$ cat src/rtl/mvi_ctrl_if.sv
// mvi_ctrl_if -- instruction-side inputs and register-file write port of the
// move-immediate controller, bundled so the controller and its driver share
// one declaration.
//   master : the instruction source / environment (drives opcode, dest, imm)
//   slave  : the mvi_ctrl block itself
interface mvi_ctrl_if #(
  parameter int DATA_W = 8,
  parameter int ADDR_W = 3
);
  logic [3:0]        opcode;
  logic [ADDR_W-1:0] dest;
  logic [DATA_W-1:0] imm;
  logic              wr_en;
  logic [ADDR_W-1:0] wr_addr;
  logic [DATA_W-1:0] wr_data;
  logic              busy;
  logic              done;
  logic              drop;
  logic              pend;

  modport master (
    output opcode, dest, imm,
    input  wr_en, wr_addr, wr_data, busy, done, drop, pend
  );

  modport slave (
    input  opcode, dest, imm,
    output wr_en, wr_addr, wr_data, busy, done, drop, pend
  );
endinterface

$ cat src/rtl/mvi_ctrl.sv
// mvi_ctrl -- move-immediate controller.
// A request (opcode == OPC_MVI on a rising edge) taken in IDLE captures
// dest/imm, pulses one register-file write (LOAD), keeps busy for HOLD_CYC
// further cycles (HOLD), then pulses done with busy low (DONE).
// Requests that arrive while a move is in flight are dropped, unless the
// build defines MVI_PENDING_EN, which adds a one-deep pending slot that is
// issued straight out of DONE.  All outputs are registered.
module mvi_ctrl #(
  parameter int          DATA_W   = 8,
  parameter int          ADDR_W   = 3,
  parameter int          HOLD_CYC = 3,       // 0..255
  parameter logic [3:0]  OPC_MVI  = 4'b1100
) (
  input logic        clk,
  input logic        rst_n,
  mvi_ctrl_if.slave  bus
);

  typedef enum logic [1:0] {
    S_IDLE,
    S_LOAD,
    S_HOLD,
    S_DONE
  } state_t;

  // Counter value loaded on LOAD -> HOLD so that HOLD spans HOLD_CYC cycles.
  localparam logic [7:0] HOLD_LAST = (HOLD_CYC > 0) ? 8'(HOLD_CYC - 1) : 8'd0;

  state_t            state;
  logic [7:0]        hold_cnt;
  logic              wr_en_q;
  logic [ADDR_W-1:0] wr_addr_q;
  logic [DATA_W-1:0] wr_data_q;
  logic              busy_q;
  logic              done_q;
  logic              drop_q;

  logic              req;
  logic              start;       // begin a move (enter LOAD) on this edge
  logic [ADDR_W-1:0] start_addr;
  logic [DATA_W-1:0] start_data;
  logic              slot_drop;   // request arriving this edge is discarded

  assign req = (bus.opcode == OPC_MVI);

`ifdef MVI_PENDING_EN
  logic              pend_q;
  logic [ADDR_W-1:0] pend_addr;
  logic [DATA_W-1:0] pend_data;
  logic              slot_load;   // request arriving this edge goes to the slot

  // Decide whether a move starts and where an incoming request goes.
  // A slot drained on this edge (IDLE/DONE with pend_q) may be refilled at once.
  always_comb begin
    // NOTE: every always_comb output gets a default first; a path that leaves
    // one unassigned would infer a latch.
    start      = 1'b0;
    start_addr = bus.dest;
    start_data = bus.imm;
    slot_load  = 1'b0;
    slot_drop  = 1'b0;
    case (state)
      S_IDLE: begin
        if (pend_q) begin
          start      = 1'b1;
          start_addr = pend_addr;
          start_data = pend_data;
          slot_load  = req;
        end else begin
          start = req;
        end
      end
      S_DONE: begin
        if (pend_q) begin
          start      = 1'b1;
          start_addr = pend_addr;
          start_data = pend_data;
        end
        slot_load = req;
      end
      default: begin
        slot_load = req && !pend_q;
        slot_drop = req &&  pend_q;
      end
    endcase
  end

  // One-deep pending slot: fill on overlap, clear when issued.
  always_ff @(posedge clk or negedge rst_n) begin
    if (!rst_n) begin
      pend_q    <= 1'b0;
      // NOTE: the slot payload is reset along with its valid bit so no X can
      // ever be copied onto wr_addr/wr_data.
      pend_addr <= '0;
      pend_data <= '0;
    end else if (slot_load) begin
      pend_q    <= 1'b1;
      pend_addr <= bus.dest;
      pend_data <= bus.imm;
    end else if (start && pend_q) begin
      pend_q <= 1'b0;
    end
  end

  assign bus.pend = pend_q;
`else
  // Decide whether a move starts; anything arriving mid-move is discarded.
  always_comb begin
    start      = (state == S_IDLE) && req;
    start_addr = bus.dest;
    start_data = bus.imm;
    slot_drop  = req && (state != S_IDLE);
  end

  assign bus.pend = 1'b0;
`endif

  // Main sequencer: state, hold counter and all registered outputs.
  always_ff @(posedge clk or negedge rst_n) begin
    if (!rst_n) begin
      state     <= S_IDLE;
      hold_cnt  <= '0;
      wr_en_q   <= 1'b0;
      wr_addr_q <= '0;
      wr_data_q <= '0;
      busy_q    <= 1'b0;
      done_q    <= 1'b0;
      drop_q    <= 1'b0;
    end else begin
      // NOTE: sequential state uses non-blocking assignments only, so every
      // register sees the pre-edge values and later defaults can be overridden.
      wr_en_q <= 1'b0;
      done_q  <= 1'b0;
      drop_q  <= slot_drop;
      if (start) begin
        state     <= S_LOAD;
        wr_en_q   <= 1'b1;
        wr_addr_q <= start_addr;
        wr_data_q <= start_data;
        busy_q    <= 1'b1;
      end else begin
        case (state)
          S_LOAD: begin
            if (HOLD_CYC == 0) begin
              state  <= S_DONE;
              busy_q <= 1'b0;
              done_q <= 1'b1;
            end else begin
              state    <= S_HOLD;
              hold_cnt <= HOLD_LAST;
            end
          end
          S_HOLD: begin
            if (hold_cnt == 8'd0) begin
              state  <= S_DONE;
              busy_q <= 1'b0;
              done_q <= 1'b1;
            end else begin
              hold_cnt <= hold_cnt - 8'd1;
            end
          end
          default: state <= S_IDLE;  // DONE with nothing pending, or IDLE
        endcase
      end
    end
  end

  assign bus.wr_en   = wr_en_q;
  assign bus.wr_addr = wr_addr_q;
  assign bus.wr_data = wr_data_q;
  assign bus.busy    = busy_q;
  assign bus.done    = done_q;
  assign bus.drop    = drop_q;

endmodule

$ cat src/flat_wrapper.sv
// flat-port wrapper written by rule: the top's interface ports become plain ports
module mvi_ctrl_flat 
#(
  parameter int          DATA_W   = 8,
  parameter int          ADDR_W   = 3,
  parameter int          HOLD_CYC = 3,                
  parameter logic [3:0]  OPC_MVI  = 4'b1100
)
  (clk, rst_n, bus_opcode, bus_dest, bus_imm, bus_wr_en, bus_wr_addr, bus_wr_data, bus_busy, bus_done, bus_drop, bus_pend);
  mvi_ctrl_if #(.DATA_W(DATA_W), .ADDR_W(ADDR_W)) bus_i ();
  input logic clk;
  input logic rst_n;
  input wire logic [$bits(bus_i.opcode)-1:0] bus_opcode;
  input wire logic [$bits(bus_i.dest)-1:0] bus_dest;
  input wire logic [$bits(bus_i.imm)-1:0] bus_imm;
  output wire logic [$bits(bus_i.wr_en)-1:0] bus_wr_en;
  output wire logic [$bits(bus_i.wr_addr)-1:0] bus_wr_addr;
  output wire logic [$bits(bus_i.wr_data)-1:0] bus_wr_data;
  output wire logic [$bits(bus_i.busy)-1:0] bus_busy;
  output wire logic [$bits(bus_i.done)-1:0] bus_done;
  output wire logic [$bits(bus_i.drop)-1:0] bus_drop;
  output wire logic [$bits(bus_i.pend)-1:0] bus_pend;
  assign bus_i.opcode = bus_opcode;
  assign bus_i.dest = bus_dest;
  assign bus_i.imm = bus_imm;
  assign bus_wr_en = bus_i.wr_en;
  assign bus_wr_addr = bus_i.wr_addr;
  assign bus_wr_data = bus_i.wr_data;
  assign bus_busy = bus_i.busy;
  assign bus_done = bus_i.done;
  assign bus_drop = bus_i.drop;
  assign bus_pend = bus_i.pend;
  mvi_ctrl #(.DATA_W(DATA_W), .ADDR_W(ADDR_W), .HOLD_CYC(HOLD_CYC), .OPC_MVI(OPC_MVI)) u_core (.clk(clk), .rst_n(rst_n), .bus(bus_i));
endmodule
$ cat config.mk
export PLATFORM = sky130hd
export DESIGN_NAME = mvi_ctrl_flat
export DESIGN_NICKNAME = d
export VERILOG_FILES = /design/src/rtl/mvi_ctrl_if.sv /design/src/rtl/mvi_ctrl.sv /design/src/flat_wrapper.sv
export SDC_FILE = /design/constraint.sdc
export NUM_CORES = 1
export LEC_CHECK = 0
export BUFFER_PORTS_ARGS = -buffer_cell sky130_fd_sc_hd__buf_4
export CAP_MARGIN = 10
export CORE_AREA = 2 2 67 69
export DETAILED_ROUTE_END_ITERATION = 8
export DIE_AREA = 0 0 69 71
export GPL_ROUTABILITY_DRIVEN = 1
export PLACE_DENSITY = 0.48
export SYNTH_ARGS = -nofsm -noshare
export SYNTH_HDL_FRONTEND = slang
export SYNTH_SLANG_ARGS = --single-unit
$ cat constraint.sdc
create_clock -name clk -period 4.3 [get_ports clk]
set_input_delay 0.86 -clock clk [delete_from_list [all_inputs] [get_ports clk]]
set_output_delay 0.86 -clock clk [all_outputs]
set_load 0.02 [all_outputs]
==> results of run 1 <==
==> worst max path at each step <==
stage / depth (start not counted) / start / endpoint / slack, ns
after floorplan: 4 / bus_opcode[0] / u_core.bus.wr_data[2]$_DFFE_PN0P_ / 2.11
after global placement: 5 / bus_opcode[0] / u_core.bus.wr_data[3]$_DFFE_PN0P_ / 2.21
after detailed placement: 5 / bus_opcode[0] / u_core.bus.wr_data[1]$_DFFE_PN0P_ / 2.19
after CTS: 4 / u_core.hold_cnt[3]$_DFFE_PN0P_ / u_core.hold_cnt[1]$_DFFE_PN0P_ / 2.36
after global routing: 4 / u_core.hold_cnt[3]$_DFFE_PN0P_ / u_core.hold_cnt[1]$_DFFE_PN0P_ / 2.27
final: 4 / u_core.hold_cnt[3]$_DFFE_PN0P_ / u_core.hold_cnt[1]$_DFFE_PN0P_ / 2.36
==> worst max-delay path, cell delays in order, from the launching register on <==
cell	delay [ns]
dfrtp_1	0.47
or4_4	0.58
or3_1	0.48
nor3_1	0.23
nor3b_2	0.07
==> stage by stage <==
| step | total power [uW] | hold slack (ns) | util, % | area, um2 | instances |
|---|---|---|---|---|---|
| 6_report | 1010 | 0.472 | 36.3 | 1530 | 191 |
| 5_1_grt | 1090 | 0.494 | 36.3 | 1530 | 191 |
| 4_1_cts | 1030 | 0.482 | 36.3 | 1530 | 191 |
| 3_5_place_dp | 871 | 0.471 | 35.2 | 1480 | 187 |
| 3_3_place_gp | 864 | 0.469 | 35.2 | 1480 | 187 |
| 2_1_floorplan | 697 | 0.493 | - | 1200 | 107 |
==> area by class of cell <==
cell class | instances | area share, %
timing repair buffer | 32 | 15.7
tap | 52 | 4.26
multi-input combinational | 72 | 34.6
inverter | 6 | 1.48
clock buffer | 4 | 2.95
sequential | 25 | 41.0
==> flip-flops by register name (all words and copies together), names as in the netlist <==
signal / count
u_core.bus.busy: 1
u_core.bus.done: 1
u_core.bus.drop: 1
u_core.bus.wr_addr: 3
u_core.bus.wr_data: 8
u_core.bus.wr_en: 1
u_core.hold_cnt: 8
u_core.state: 2
==> cells in the final DEF (no fill, tap or decap), types with 2 or more instances in the layout <==
cell type | Yosys | layout
o21ai_0 | 5 | 5
ha_1 | 4 | 4
or3_1 | 2 | 2
nand2b_1 | 2 | 2
nand4_1 | 2 | 2
nor2_1 | 7 | 7
nand3_1 | 5 | 5
buf_4 | 1 | 32
nand2_1 | 7 | 7
o211ai_1 | 2 | 2
a21oi_1 | 2 | 2
nor3_1 | 3 | 3
inv_1 | 6 | 6
or4_1 | 2 | 2
dfrtp_1 | 25 | 25
mux2_2 | 11 | 11
clkbuf_8 | 0 | 3
==> kinds of logic (layout without fill, tap and decap cells) <==
kind of cell    count (synthesis)  after routing  share of synthesized area [%]
simple gates                   36             36                           16.8
flops                          25             25                           52.2
compound gates                 20             20                           12.4
buf+inv                        10             42                           3.66
mux                            11             11                           10.3
other cells                     1              1                          0.313
fa+ha+maj                       4              4                           4.18
==> power by group through the flow <==
| stage | logic [uW] | clock network, uW | registers [uW] |
|---|---|---|---|
| CTS | 487 | 153 | 386 |
| detailed placement | 484 | 0 | 386 |
| global route | 526 | 160 | 400 |
| finish | 480 | 143 | 386 |
| floorplan | 246 | 0 | 451 |
| global placement | 478 | 0 | 386 |
==> cells in the mapped netlist, types with 2 or more instances <==
| cell type | instances |
|---|---|
| o211ai_1 | 2 |
| dfrtp_1 | 25 |
| ha_1 | 4 |
| or4_1 | 2 |
| nand2b_1 | 2 |
| or3_1 | 2 |
| nor2_1 | 7 |
| a21oi_1 | 2 |
| mux2_2 | 11 |
| o21ai_0 | 5 |
| inv_1 | 6 |
| buf_2 | 2 |
| nor3_1 | 3 |
| nand4_1 | 2 |
| nand3_1 | 5 |
| nand2_1 | 7 |
==> layer usage <==
metal	wire length [um]	global-route usage, %	up-vias
met1	1190	14.0	430
met3	137	2.42	5
li1	-	-	451
met4	44	4.58	0
met2	1100	18.1	28
met5	0	0	-
==> metrics, run 1 <==
synthesized area=0.00120 mm2; Max Cap Violations=0; Final Setup Violations=0; clk buf depth=2; vias=914; RSZ-0062 raised after global routing=no; Chip Width=69 um; FILL cells=444; final net count=161; Synth Instances=107; area delta synth->final=27.5%; CTS tree=done; Max Fclk=514 MHz; drt pass-1 iters=4; Die ar.=0.00490 mm2; flip-flop and latch area=626 um2; CP startpoint kind=register; # IOs=33; largest net degree at the start of global routing=26; Mean Syn Cell Area=11.2 um2; latest clock arrival within the worst-skew pair=0.27 ns; post-route ant nets=0; CORE AREA=0.00420 mm2; r2r setup slk=2.36 ns; Int Pwr=603 uW; CP endpoint kind=register; leading area contributor after synthesis=dfrtp_1; CP Data Arrival Time=2.10 ns; status=finished clean; yosys warns=0; slew of the pin with the lowest slew margin=0.512 ns; ANT cells=0; DRC Markers=0; worst slack, placed=2.19 ns; pins over their slew limit=0; via density per instance=4.79; GRT overflow=0; cts bufs inserted=3; I/O Buffers=31; r2r startpoint=u_core.hold_cnt[3]$_DFFE_PN0P_; PostCTS Resize Cnt=0; Post-synth EDFFs=0; number of distinct library cells after synthesis=36; Reg-to-Reg End=u_core.hold_cnt[1]$_DFFE_PN0P_; Final min period=1.94 ns; fin crit share=45.2%; vias in the first global route=947; sequential area share after synthesis=52.2%; first-pass GRT wire length=4400 um; CTS Root Cell=clkbuf_8; Sink Count=25; Hold Crit Class=in2async; layout cells sized above 1=37.4%; worst-path maximum fanout=8; gpl congestion=0.724; Die Height=71 um; total track usage=11.0%; worst setup path category=reg2reg; Net Count, Synth=128; Clk pin slew, worst setup/hold paths=0.09 ns; multi-input logic area=528 um2; sequential power share=38.2%; Critical Path RT=4.46 ns; Max VDD drop=0.275 mV; clock power share=14.2%; Yosys top cell area share=52.2%; WL per Instance=12.9 um; # hold bufs at CTS=0; total setup buffers inserted after CTS=0; Synth Flop Type=dfrtp_1; #FFs+latches synth=25; Net Sw Frac=40.2%; DP HPWL=1740 um; length in cells of the worst reg-to-reg path=4; async set-reset flop share out of synthesis=100%; Leak=0.000696 uW; top cells by area, synth=dfrtp_1 52%, mux2_2 10%, ha_1 4.2%; Hold Fails Final Rpt=0; setup TNS=0 ns; setup slack after layout=2.36 ns; Comb pwr share=47.6%; slew margin rel.=65.0%; drt total wl=2470 um; Initial Util=28.5%; pwr/cell area=661 mW/mm2; drt initial violations=73; worst clock skew=0.00588 ns; initial antenna violation count=0; net load switching power=406 uW; # H-tree levels=1; Rows=24
Power figures use the tool's default switching activity.
==> inputs of run 2 (changes only) <==
clock period = 1.8 ns   (was 4.3 ns; I/O delays follow)
==> run 2 against run 1 <==
Net effect: utilization is 3.1 points higher; via count is 5.8% higher; die area stayed put; clock power is 140% higher; flip-flop and latch count stayed put; sequential share of layout area is 3.2 points lower; wire length is 7.0% higher; critical path type unchanged; combinational power grew to 2.9 times the previous value; cell area is 8.5% higher.
==> metrics, run 2 (synthesized netlist as in run 1, its figures left out) <==
worst setup path category=reg2reg (unchanged); crit-path cells=or4_4, or4_1, o21ai_1, a22o_2 (was or4_4, or3_1, nor3_1, nor3b_2); gpl congestion=0.801 (was 0.724); DP HPWL=1940 um (was 1740 um); latest clock arrival within the worst-skew pair=0.28 ns (was 0.27 ns); # IOs=33 (unchanged); DRC Markers=0 (unchanged); CP max stage delay=0.55 ns (was 0.58 ns); layout cells sized above 1=45.8% (was 37.4%); Rows=24 (unchanged); WHS Path Cells=2; total setup buffers inserted after CTS=0 (unchanged); CORE AREA=0.00420 mm2 (unchanged); CP startpoint kind=register (unchanged); Final Setup Violations=0 (unchanged); I/O Buffers=31 (unchanged); drt pass-1 iters=4 (unchanged); drt total wl=2650 um (was 2470 um); most frequent cells in the layout=45 x buf_4, 25 x dfrtp_1, 11 x mux2_2 (was 32 x buf_4, 25 x dfrtp_1, 11 x mux2_2); length in cells of the worst reg-to-reg path=4 (unchanged); CTS tree=done (unchanged); fin crit share=98.8% (was 45.2%); worst slack, placed=-0.0136 ns (was 2.19 ns); first-pass GRT wire length=4530 um (was 4400 um); WHS=0.302 ns (was 0.472 ns); slowest CP cell=or4_4 (unchanged); Max Cap Violations=0 (unchanged); Hold Fails Final Rpt=0 (unchanged); post-layout util=39.4% (was 36.3%); drt initial violations=11 (was 73); Leak=0.000771 uW (was 0.000696 uW); Critical Path RT=2.03 ns (was 4.46 ns); via density per instance=4.72 (was 4.79); vias=967 (was 914); cts bufs inserted=3 (unchanged); Initial Util=28.5% (unchanged); total track usage=11.5% (was 11.0%); Max VDD drop=0.649 mV (was 0.275 mV); status=finished clean (unchanged); pwr/cell area=1590 mW/mm2 (was 661 mW/mm2); worst clock skew=0.0134 ns (was 0.00588 ns); CTS Root Cell=clkbuf_8 (unchanged); worst-path maximum fanout=4 (was 8); Die Height=71 um (unchanged); post-route ant nets=0 (unchanged); final net count=175 (was 161); largest net degree at the start of global routing=26 (unchanged); Die ar.=0.00490 mm2 (unchanged); ANT cells=0 (unchanged); post-route cell area=0.00166 mm2 (was 0.00153 mm2); setup TNS=0 ns (unchanged); Chip Width=69 um (unchanged); clk buf depth=2 (unchanged); dpl cell area=0.00158 mm2 (was 0.00148 mm2); # H-tree levels=1 (unchanged); Max Fclk=562 MHz (was 514 MHz); Sink Count=25 (unchanged); GRT overflow=0 (unchanged); CP endpoint kind=register (unchanged); pins over their slew limit=0 (unchanged); Hold Crit Class=in2reg (was in2async); initial antenna violation count=0 (unchanged); setup slack after layout=0.0219 ns (was 2.36 ns); CP Data Arrival Time=2.01 ns (was 2.10 ns); commonest non-fill, non-tap cell in the layout=buf_4 (unchanged); vias in the first global route=1005 (was 947); Final min period=1.78 ns (was 1.94 ns); Clk pin slew, worst setup/hold paths=0.10 ns (was 0.09 ns); area delta synth->final=38.3% (was 27.5%); WL per Instance=12.9 um (about the same)
## run 2: final cells by class
cell class	instances	area, um2
inverter	6	22.5
clock buffer	3	41.3
timing repair buffer	46	348
multi-input combinational	72	549
clock inverter	1	5.00
tap	52	65.1
fill	420	2550
sequential	25	626
## run 2: power breakdown
part	total [uW]	leakage (uW)	switching, uW	internal, uW
Combinational	1400	0.000429	736	662
Sequential	885	0.000316	113	772
Clock	344	0.0000255	189	155
## run 2: worst paths after layout
path | slack (ns) | from | to
worst max-delay path | 0.02 | u_core.hold_cnt[4]$_DFFE_PN0P_ | u_core.hold_cnt[7]$_DFFE_PN0P_
worst min-delay path | 0.30 | bus_imm[5] | u_core.bus.wr_data[5]$_DFFE_PN0P_
worst max register to register | 0.02 | u_core.hold_cnt[4]$_DFFE_PN0P_ | u_core.hold_cnt[7]$_DFFE_PN0P_
worst min register to register | 0.50 | u_core.bus.busy$_DFFE_PN0P_ | u_core.bus.busy$_DFFE_PN0P_
max in group asynchronous | 1.02 | rst_n | u_core.bus.wr_addr[0]$_DFFE_PN0P_
min in group asynchronous | 0.51 | rst_n | u_core.hold_cnt[2]$_DFFE_PN0P_
## run 2: metrics by stage
step / instances / power (uW)
after global placement: 200 / 2230
final: 205 / 2630
after floorplan: 107 / 1670
after detailed placement: 200 / 2260
after global routing: 205 / 2830
after CTS: 205 / 2620
## run 2: repair_timing
action,in CTS,in global routing
hold buffers,1,0
pin swaps,0,1
gates resized for setup,1,4
endpoints found under the hold margin,25,0
endpoints found under the setup margin,3,4
## run 2: per-layer routing
layer | global-route usage (%) | share of wire (%)
met3 | 2.99 | 5.5
met2 | 18.6 | 47
met5 | 0 | 0
met1 | 14.5 | 46
met4 | 5.23 | 2.0
## run 2: critical path, delay by kind of cell (launching register included)
family | cells | cell delay [ns]
compound gates | 2 | 0.28
flops | 1 | 0.40
simple gates | 2 | 1.05
==> inputs of run 3 (changes only) <==
ABC_CLOCK_PERIOD_IN_PS = 1800   (was not set)
BUFFER_PORTS_ARGS = -buffer_cell sky130_fd_sc_hd__buf_2   (was -buffer_cell sky130_fd_sc_hd__buf_4)
CTS_BUF_LIST = sky130_fd_sc_hd__clkbuf_8   (was not set)
==> run 3 against run 2 <==
Net effect: first-iteration DRC count rose by 73%; hold slack got worse by 0.23 ns; cell area is 4.4% lower; wire length down 1.4%; setup slack better by 0.022 ns; utilization shrank 1.7 points; final cell count rose by 0.49%; die area is the same; sequential share of layout area rose by 1.7 points; non-clock buffer count grew 1; flip-flop and latch count unchanged; clock skew shrank 0.0078 ns; largest cell class unchanged; highest routed layer is now met3.
==> metrics, run 3 (synthesized netlist as in run 1, its figures left out) <==
status=finished clean (unchanged); cts bufs inserted=3 (unchanged); CP bufs+invs=1 (was 0); crit-path cells=or3_4, buf_6, or4_1, o21ai_1, a22o_2 (was or4_4, or4_1, o21ai_1, a22o_2); ANT cells=0 (unchanged); I/O Buffers=31 (unchanged); Sink Count=25 (unchanged); r2r setup slk=0.04 ns (was 0.02 ns); Worst Setup EP=u_core.hold_cnt[7]$_DFFE_PN0P_ (unchanged); area delta synth->final=32.3% (was 38.3%); crit path launch=u_core.hold_cnt[1]$_DFFE_PN0P_ (was u_core.hold_cnt[4]$_DFFE_PN0P_); gpl congestion=0.865 (was 0.801); # H-tree levels=1 (unchanged); Hold Fails Final Rpt=0 (unchanged); Final Setup Violations=0 (unchanged); vias in the first global route=1026 (was 1005); Max Cap Violations=0 (unchanged); commonest non-fill, non-tap cell in the layout=buf_2 (was buf_4); CP Data Arrival Time=1.97 ns (was 2.01 ns); post-layout util=37.7% (was 39.4%); GRT overflow=0 (unchanged); CP max stage delay=0.46 ns (was 0.55 ns); Rows=24 (unchanged); Net Sw Frac=40.1% (was 39.5%); sequential power share=34.9% (was 33.7%); slew margin rel.=62.4%; Chip Width=69 um (unchanged); CP startpoint kind=register (unchanged); DP HPWL=1930 um (was 1940 um); dpl cell area=0.00150 mm2 (was 0.00158 mm2); length in cells of the worst reg-to-reg path=5 (was 4); CTS tree=done (unchanged); pins over their slew limit=0 (unchanged); total track usage=10.9% (was 11.5%); drt initial violations=19 (was 11); first-pass GRT wire length=4450 um (was 4530 um); worst clock skew=0.00561 ns (was 0.0134 ns); initial antenna violation count=0 (unchanged); Die Height=71 um (unchanged); Die ar.=0.00490 mm2 (unchanged); pwr/cell area=1590 mW/mm2 (about the same); net load switching power=1010 uW (was 1040 uW); setup slack after layout=0.0438 ns (was 0.0219 ns); Final min period=1.76 ns (was 1.78 ns); Max Fclk=569 MHz (was 562 MHz); Leak=0.000755 uW (was 0.000771 uW); slew of the pin with the lowest slew margin=0.564 ns; Max VDD drop=0.715 mV (was 0.649 mV); Int Pwr=1510 uW (was 1590 uW); Reg-to-Reg End=u_core.hold_cnt[7]$_DFFE_PN0P_ (unchanged); worst-path maximum fanout=4 (unchanged); CTS Root Cell=clkbuf_8 (unchanged); Clk pin slew, worst setup/hold paths=0.09 ns (was 0.10 ns); most frequent cells in the layout=31 x buf_2, 25 x dfrtp_1, 15 x buf_4 (was 45 x buf_4, 25 x dfrtp_1, 11 x mux2_2); layout cells sized above 1=46.1% (was 45.8%); FILL cells=433 (was 420); CORE AREA=0.00420 mm2 (unchanged); drt pass-1 iters=4 (unchanged); Critical Path RT=2.01 ns (was 2.03 ns); largest net degree at the start of global routing=26 (unchanged); post-route cell area=0.00158 mm2 (was 0.00166 mm2); CP endpoint kind=register (unchanged); r2r startpoint=u_core.hold_cnt[1]$_DFFE_PN0P_ (was u_core.hold_cnt[4]$_DFFE_PN0P_); drt total wl=2610 um (was 2650 um); Comb pwr share=52.0% (was 53.2%); clock power share=13.1% (about the same); setup TNS=0 ns (unchanged); latest clock arrival within the worst-skew pair=0.27 ns (was 0.28 ns); RSZ-0062 raised after global routing=yes; placed insts=200 (unchanged); post-route ant nets=0 (unchanged); Initial Util=28.5% (unchanged); Crit path max-delay family=simple AND/OR/NAND/NOR gates (unchanged); fin crit share=97.6% (was 98.8%); via density per instance=4.82 (was 4.72); WL per Instance=12.7 um (was 12.9 um); DRC Markers=0 (unchanged); final net count=176 (was 175); worst setup path category=reg2reg (unchanged); non-filler cells, final=206 (was 205); # hold bufs at CTS=0 (was 1); slowest CP cell=or4_1 (was or4_4); # IOs=33 (unchanged); worst slack, placed=-0.00342 ns (was -0.0136 ns); critical path depth=5 (was 4); Hold Crit Class=in2async (was in2reg); vias=992 (was 967); clk buf depth=2 (unchanged)
-- run 3: cell count changes in the layout (fill, tap and decap cells not counted) --
cell and change:
buf_2 +31, buf_4 -30, buf_6 +1, clkinv_2 -1, dlygate4sd3_1 -1, ha_1 -1, ha_2 +1, inv_1 +1
nor3_1 +2, nor3_2 -2, or3_1 -1, or3_4 +1
-- run 3: per-stage QoR --
stage / total power (uW) / hold slack [ns]
CTS: 2490 / 0.0980
global placement: 2110 / 0.392
floorplan: 1670 / 0.0644
global route: 2700 / 0.108
finish: 2520 / 0.0766
detailed placement: 2140 / 0.393
-- run 3: per-layer routing --
| metal | GRT usage (%) | share of wire, % |
|---|---|---|
| met3 | 1.71 | 4.8 |
| met2 | 20.6 | 53 |
| met1 | 12.8 | 43 |
| met5 | 0 | 0 |
| met4 | 3.27 | 0 |
-- run 3: power by group through the flow --
stage               registers [uW]  logic (uW)  clock network, uW
floorplan                     1080         587                  0
detailed placement             885        1260                  0
finish                         878        1310                329
global route                   909        1430                366
CTS                            879        1270                338
global placement               879        1230                  0
-- run 3: layout make-up --
cell class              count  area (um2)  area share [%]
well taps                  52        65.1            4.11
clock inverters             1        3.75           0.237
multi-input cells          72         547            34.5
repair buffers             47         279            17.6
clock buffers               3        41.3            2.61
flip-flops and latches     25         626            39.5
inverters                   6        22.5            1.42
-- run 3: what timing repair did --
item                                    4_1_cts  5_1_grt
resized for setup                             1        5
endpoints found under the setup margin        1        3
buffers inserted                              0        2
pin swaps                                     0        5
cloned                                        0        0
-- run 3: how the worst min path moves through the flow --
stage                                      to  slack, ns  depth (start not counted)
4_1_cts        u_core.hold_cnt[1]$_DFFE_PN0P_        0.1                          1
2_1_floorplan     u_core.bus.busy$_DFFE_PN0P_       0.06                          0
3_5_place_dp   u_core.hold_cnt[7]$_DFFE_PN0P_       0.39                          1
3_3_place_gp   u_core.hold_cnt[2]$_DFFE_PN0P_       0.39                          1
6_report       u_core.hold_cnt[0]$_DFFE_PN0P_       0.08                          1
5_1_grt        u_core.hold_cnt[1]$_DFFE_PN0P_       0.11                          1
